[config.mk]
export PLATFORM = sky130hd
export DESIGN_NAME = adder_result_rcv
export DESIGN_NICKNAME = d
export VERILOG_FILES = /design/src/rtl/adder_result_rcv.sv
export SDC_FILE = /design/constraint.sdc
export NUM_CORES = 1
export LEC_CHECK = 0
export ABC_AREA = 1
export BUFFER_PORTS_ARGS = -buffer_cell sky130_fd_sc_hd__buf_2
export CORE_MARGIN = 2
export CORE_UTILIZATION = 45
export CTS_CLUSTER_SIZE = 28
export DETAILED_ROUTE_END_ITERATION = 16
export PLACE_DENSITY_LB_ADDON = 0.1
export RECOVER_POWER = 50
export SYNTH_ARGS = -nofsm -noshare
export SYNTH_HDL_FRONTEND = slang
export SYNTH_SLANG_ARGS = --single-unit
[constraint.sdc]
create_clock -name clk -period 5.48 [get_ports clk]
set_input_delay 0.822 -clock clk [delete_from_list [all_inputs] [get_ports clk]]
set_output_delay 0.822 -clock clk [all_outputs]
set_load 0.01 [all_outputs]
[src/rtl/adder_result_rcv.sv]
// Receives adder results into a small first-word-fall-through FIFO and tracks
// outstanding operations so the operand driver never over-issues.
module adder_result_rcv #(
  parameter int OUTPUT_DATA_WIDTH = 33,
  parameter int DEPTH             = 4,
  parameter int CNT_WIDTH         = 16
) (
  input  logic                          clk,
  input  logic                          reset,
  input  logic                          inputs_valid,
  input  logic                          output_valid,
  input  logic [OUTPUT_DATA_WIDTH-1:0]  out,
  output logic                          issue_ok,
  output logic                          m_valid,
  output logic [OUTPUT_DATA_WIDTH-1:0]  m_data,
  input  logic                          m_ready,
  output logic [$clog2(DEPTH):0]        fill_level,
  output logic [$clog2(DEPTH):0]        in_flight,
  output logic                          overflow,
  output logic [CNT_WIDTH-1:0]          result_count
);

  localparam int AW = $clog2(DEPTH);
  localparam int LW = AW + 1;
  localparam logic [LW-1:0] FULL_LVL = LW'(DEPTH);

  logic [OUTPUT_DATA_WIDTH-1:0] mem [DEPTH];
  logic [AW-1:0]                wptr;
  logic [AW-1:0]                rptr;
  logic                         full;
  logic                         pop;
  logic                         push;
  logic [LW:0]                  occupancy;

  assign full     = (fill_level == FULL_LVL);
  assign m_valid  = (fill_level != '0);
  assign pop      = m_valid & m_ready;
  assign push     = output_valid & (~full | pop);
  assign m_data   = m_valid ? mem[rptr] : '0;

  // Counts slots already promised to in-flight results; a same-cycle pop is
  // deliberately ignored so the decision depends on registers only.
  assign occupancy = {1'b0, fill_level} + {1'b0, in_flight};
  assign issue_ok  = (occupancy < {1'b0, FULL_LVL});

  // Storage carries no reset; m_data is masked while the FIFO is empty.
  always_ff @(posedge clk) begin
    if (push) begin
      mem[wptr] <= out;
    end
  end

  // Pointers are AW bits wide with DEPTH a power of two, so they wrap naturally.
  always_ff @(posedge clk or negedge reset) begin
    if (!reset) begin
      wptr         <= '0;
      rptr         <= '0;
      fill_level   <= '0;
      in_flight    <= '0;
      overflow     <= 1'b0;
      result_count <= '0;
    end else begin
      if (push) begin
        wptr         <= wptr + 1'b1;
        result_count <= result_count + 1'b1;
      end
      if (pop) begin
        rptr <= rptr + 1'b1;
      end
      if (push && !pop) begin
        fill_level <= fill_level + 1'b1;
      end else if (pop && !push) begin
        fill_level <= fill_level - 1'b1;
      end

      if (inputs_valid && !output_valid) begin
        if (in_flight != FULL_LVL) begin
          in_flight <= in_flight + 1'b1;
        end
      end else if (output_valid && !inputs_valid) begin
        if (in_flight != '0) begin
          in_flight <= in_flight - 1'b1;
        end
      end

      if (output_valid && full && !pop) begin
        overflow <= 1'b1;
      end
    end
  end

endmodule

---- Word level (Yosys, flattened, before mapping) ----
Memory sizes are Yosys's and may differ from the RTL's.
Cells that the tools add are included.
word-level totals
  bits in registers ....................... 27
  RAM bits ................................ 132
  input bits .............................. 38
  memories kept ........................... 1
cells by class
  add/subtract/negate cells ............... 8
  $lt $le $gt $ge ......................... 1
  eq/ne operators ......................... 3
  multiplexer cells ....................... 9
  bitwise gates (word level) .............. 4
  reduce and logical (&&, ||, !) cells .... 16
memories
  memory  words  bits a word  rd ports  clocked after Yosys merged registers in  write ports  RTL line  RTL
  mem     4      33           1         0                                        1            27        logic [OUTPUT_DATA_WIDTH-1:0] mem [DEPTH];
operator list
  kind                                                                          count
  33-bit two-way mux                                                            1
  3-bit two-way mux                                                             6
  16-bit by 1-bit adder with 16-bit output, second input constant               1
  3-bit by 1-bit adder with 3-bit output, second input constant                 2
  1-bit logical AND                                                             6
  2-bit nonzero test                                                            3
  3-bit nonzero test                                                            2
  3-bit by 1-bit subtractor with 3-bit output, second input constant            2
  2-bit by 1-bit adder with 2-bit output, second input constant                 2
  3-bit by 3-bit adder with 4-bit output                                        1
  1-bit logical NOT                                                             4
  4-bit by 3-bit less-than comparator with 1-bit output, second input constant  1
  3-bit equality test, second input constant                                    1
  3-bit != test, second input constant                                          1
  3-bit AND reduction                                                           1
  1-bit bitwise AND                                                             2
  1-bit two-way mux                                                             2
  2-bit by 1-bit != test with 1-bit output, second input constant               1
  1-bit NOT                                                                     1
  1-bit bitwise OR                                                              1

---- Logic depth before layout (Yosys ltp) ----
  depth after elaboration ................. 8
  depth in mapped cells ................... 10

---- Least setup slack after synthesis ----
OpenSTA, ideal clock, no wires.
  path type ............................... input to register
  from .................................... input port m_ready
  to ...................................... memory mem[0][0], enable pin
  setup time .............................. 423 ps
  arrival time ............................ 2546 ps
  data required time ...................... 5057 ps
  path slack .............................. 2510 ps
  stages .................................. 5
  path buffers ............................ 1
  cell sequence ........................... nor2_2 -> nand2_4 -> nand2_2 -> buf_6 -> nor2_1
between the ends
  longest elaborated chain between the ends .. 5
ends and longest elaborated chain
  what                                     RTL line  RTL
  start: declaration                       16        input logic m_ready,
  1-bit bitwise AND                        37        assign pop = m_valid & m_ready;
  1-bit bitwise OR                         38        assign push = output_valid & (~full | pop);
  1-bit bitwise AND                        38
  1-bit two-way mux                        48        if (push) begin
  1-bit two-way mux (not written as such)  49        mem[wptr] <= out;
  end: declaration                         27
Every way passes these cells.

---- Worst setup path in the final report ----
  from .................................... register rptr[0]
  to ...................................... output port m_data[1]
between the ends
  longest elaborated chain between the ends .. 2
ends and longest elaborated chain
  what                      RTL line  RTL
  start: declaration        29        logic [AW-1:0] rptr;
  start signal: assignment  68        rptr <= rptr + 1'b1;
  memory read 4 x 33 bit    n/a
  33-bit two-way mux        39        assign m_data = m_valid ? mem[rptr] : '0;
  end: declaration          15        output logic [OUTPUT_DATA_WIDTH-1:0] m_data,
Every way passes these cells.

==> out/qor.csv <==
metric;value;unit
Max Fclk;265;MHz
largest net degree at the start of global routing;68;
synthesized instance count;567;
setup TNS;0;ns
failing checks;capacitance limit, slew limit;
worst path cell trace;inv_1 -> o21ai_0 -> a21oi_1 -> buf_2;
Clock transition at path regs;0.06;ns
post-synth net total;616;
setup repair bufs after CTS;0;
total track usage;18.5;%
flop-to-flop setup slack;2.87;ns
final slew viol count;68;
max-cap violation count;1;
cts bufs inserted;17;
area leader, netlist;edfxtp_1;
register bit total from synthesis;159;
DP Area;0.00728;mm²
Period Utilization, post-route;68.8;%
R2R cell count;8;
DIE HEIGHT;126;µm
CTS Sinks;159;
Antenna Nets Post-Route;0;
CTS Buffer Depth;2;
Final min period;3.77;ns
Top delay family on crit path;buffers and inverters;
Avg Cell Area, Syn;11.8;µm²
# setup viols final;0;
CTS resizes;0;
Avg Vias per Cell;5.09;
antenna cells;0;
buffers plus inverters on the worst setup path;2;
worst slew pin tran;1.90;ns
grt ovf;0;
most frequent cells in the layout;145 x nor2_1, 132 x edfxtp_1, 56 x buf_2;
IO Count;96;
leakage dissipation;2.88;nW
status;complete, but fails checks;
crit-path max FO;67;
pwr/cell area;566;mW/mm²
DR iter-0 viols;360;
overall routed net length;13900;µm
WHS;0.487;ns
count of cell types in the netlist;30;
P&R area growth vs syn;15.6;%
DRC Markers;0;
worst clock skew;0.00598;ns
post-layout instance area;0.00775;mm²
Stages on worst setup path;4;
first-pass GRT wire length;22900;µm
final hold vios;0;
Worst setup SP type;flop;
RSZ-0062 raised after global routing;false;
vias in the first global route;4522;
port bufs;95;
WP data arrival;2.95;ns
commonest non-fill, non-tap cell in the layout;nor2_1;
Starting Density;46.2;%
initial antenna violation count;0;
Syn. warnings;0;
row count;44;
die area;0.0159;mm²
CTS tree;done;
worst min-delay path class;flop to flop;
core area;0.0145;mm²
crit end category;primary output;
Root Buffer;clkbuf_16;
Rel. slew slack;-27.1;%
GP Congestion;0.726;
layout cell share with drive strength beyond 1;14.8;%
Yosys top cell area share;59.1;%
Final nets;705;
sequential share of the synthesized area;69.2;%
synth top area cells;edfxtp_1 59%, dfrtp_1 10%, nor2_1 8.1%;
Tot Pwr;0.00439;W
Largest stage delay, worst path;1.34;ns
final core occ;53.3;%
first drt pass iteration count;4;
worst setup path category;flop to primary output;
Die Span X;126;µm
Slowest-stage cell, CP;inv_1;
Clock Latency Late Sink;0.42;ns
Critical Path RT;4.66;ns
via count;4334;
Synth Cell Area;0.00671;mm²
hold buffers post-CTS;0;
maximum vdd drop;0.282;mV
Avg WL per Cell;16.3;µm
hold path cells;1;
hpwl dp;8300;µm
CTS H-tree lvls;4;
[path summary, 6_finish.rpt]
kind | from | end
setup reg to reg | fill_level[0]$_DFFE_PN0P_ | fill_level[2]$_DFFE_PN0P_
hold / removal | overflow$_DFFE_PN0P_ | overflow$_DFFE_PN0P_
min in group asynchronous | reset | result_count[5]$_DFFE_PN0P_
max in group asynchronous | reset | rptr[0]$_DFFE_PN0N_
hold reg to reg | overflow$_DFFE_PN0P_ | overflow$_DFFE_PN0P_
setup / recovery | rptr[0]$_DFFE_PN0N_ | m_data[1]
[cells in the mapped netlist]
master and n:
dfrtp_1 27, ha_1 9, a21oi_1 36, o21ai_1 31, a21oi_2 1, xor2_1 10, nand2_1 41, nor4_1 1
nand4_1 6, fa_1 2, edfxtp_1 132, nand2_4 1, nor2_4 7, o21ai_0 38, inv_2 3, nor2_2 2
clkbuf_1 4, buf_4 4, nand3_1 7, nor3_1 3, buf_6 6, buf_2 13, xnor2_1 5, mux2_2 1
o21bai_1 1, nand3_2 2, o21bai_2 1, inv_1 23, nand2_2 5, nor2_1 145
[sequential cells by signal (all words and copies together) (netlist names)]
register / flops
result_count: 16
wptr: 2
mem: 132
rptr: 2
fill_level: 3
in_flight: 3
overflow: 1
[per-layer routing]
layer  global-route usage (%)  routed length, µm  vias up
li1                         -                  -     2127
met1                     24.8               6530     2108
met5                        0                  0        -
met2                     29.9               6680       88
met4                     6.33                150        0
met3                     4.42                520       11
[layout make-up]
type                    count  area, µm²
clock buffers              20        437
inverters                  26       97.6
well taps                 184        230
flip-flops and latches    159       4640
clock inverters            11        123
fillers                  1328       6780
multi-input cells         355       1780
repair buffers             97        442
[worst register-to-register path, cell delays in order, from the launching register on]
cell     delay (ns)
dfrtp_1        0.45
nor2_1         0.15
a21oi_1        0.73
ha_1           0.26
inv_1          0.07
fa_1           0.38
a21oi_1        0.17
o21ai_0        0.13
xor2_1         0.15
[per-stage QoR]
stage | instances | setup slack (ns)
after floorplan | 567 | 2.51
after global placement | 821 | 2.74
after detailed placement | 821 | 2.76
after CTS | 852 | 2.30
after global routing | 852 | 1.30
final | 852 | 1.71
[power by group]
part | switching (W) | internal [W]
combinational | 0.00102 | 0.000526
clock | 0.000430 | 0.000702
sequential | 0.000111 | 0.00159
[kinds of logic after synthesis]
| group | synth area share (%) |
|---|---|
| AO/OA/AOI/OAI | 8.24 |
| XOR/XNOR | 1.96 |
| adder cells (fa/ha/maj) | 2.28 |
| buffers and inverters | 4.10 |
| flip-flops | 69.2 |
| multiplexers | 0.168 |
| AND/OR/NAND/NOR | 14.1 |
(Power assumes the default switching activity.)
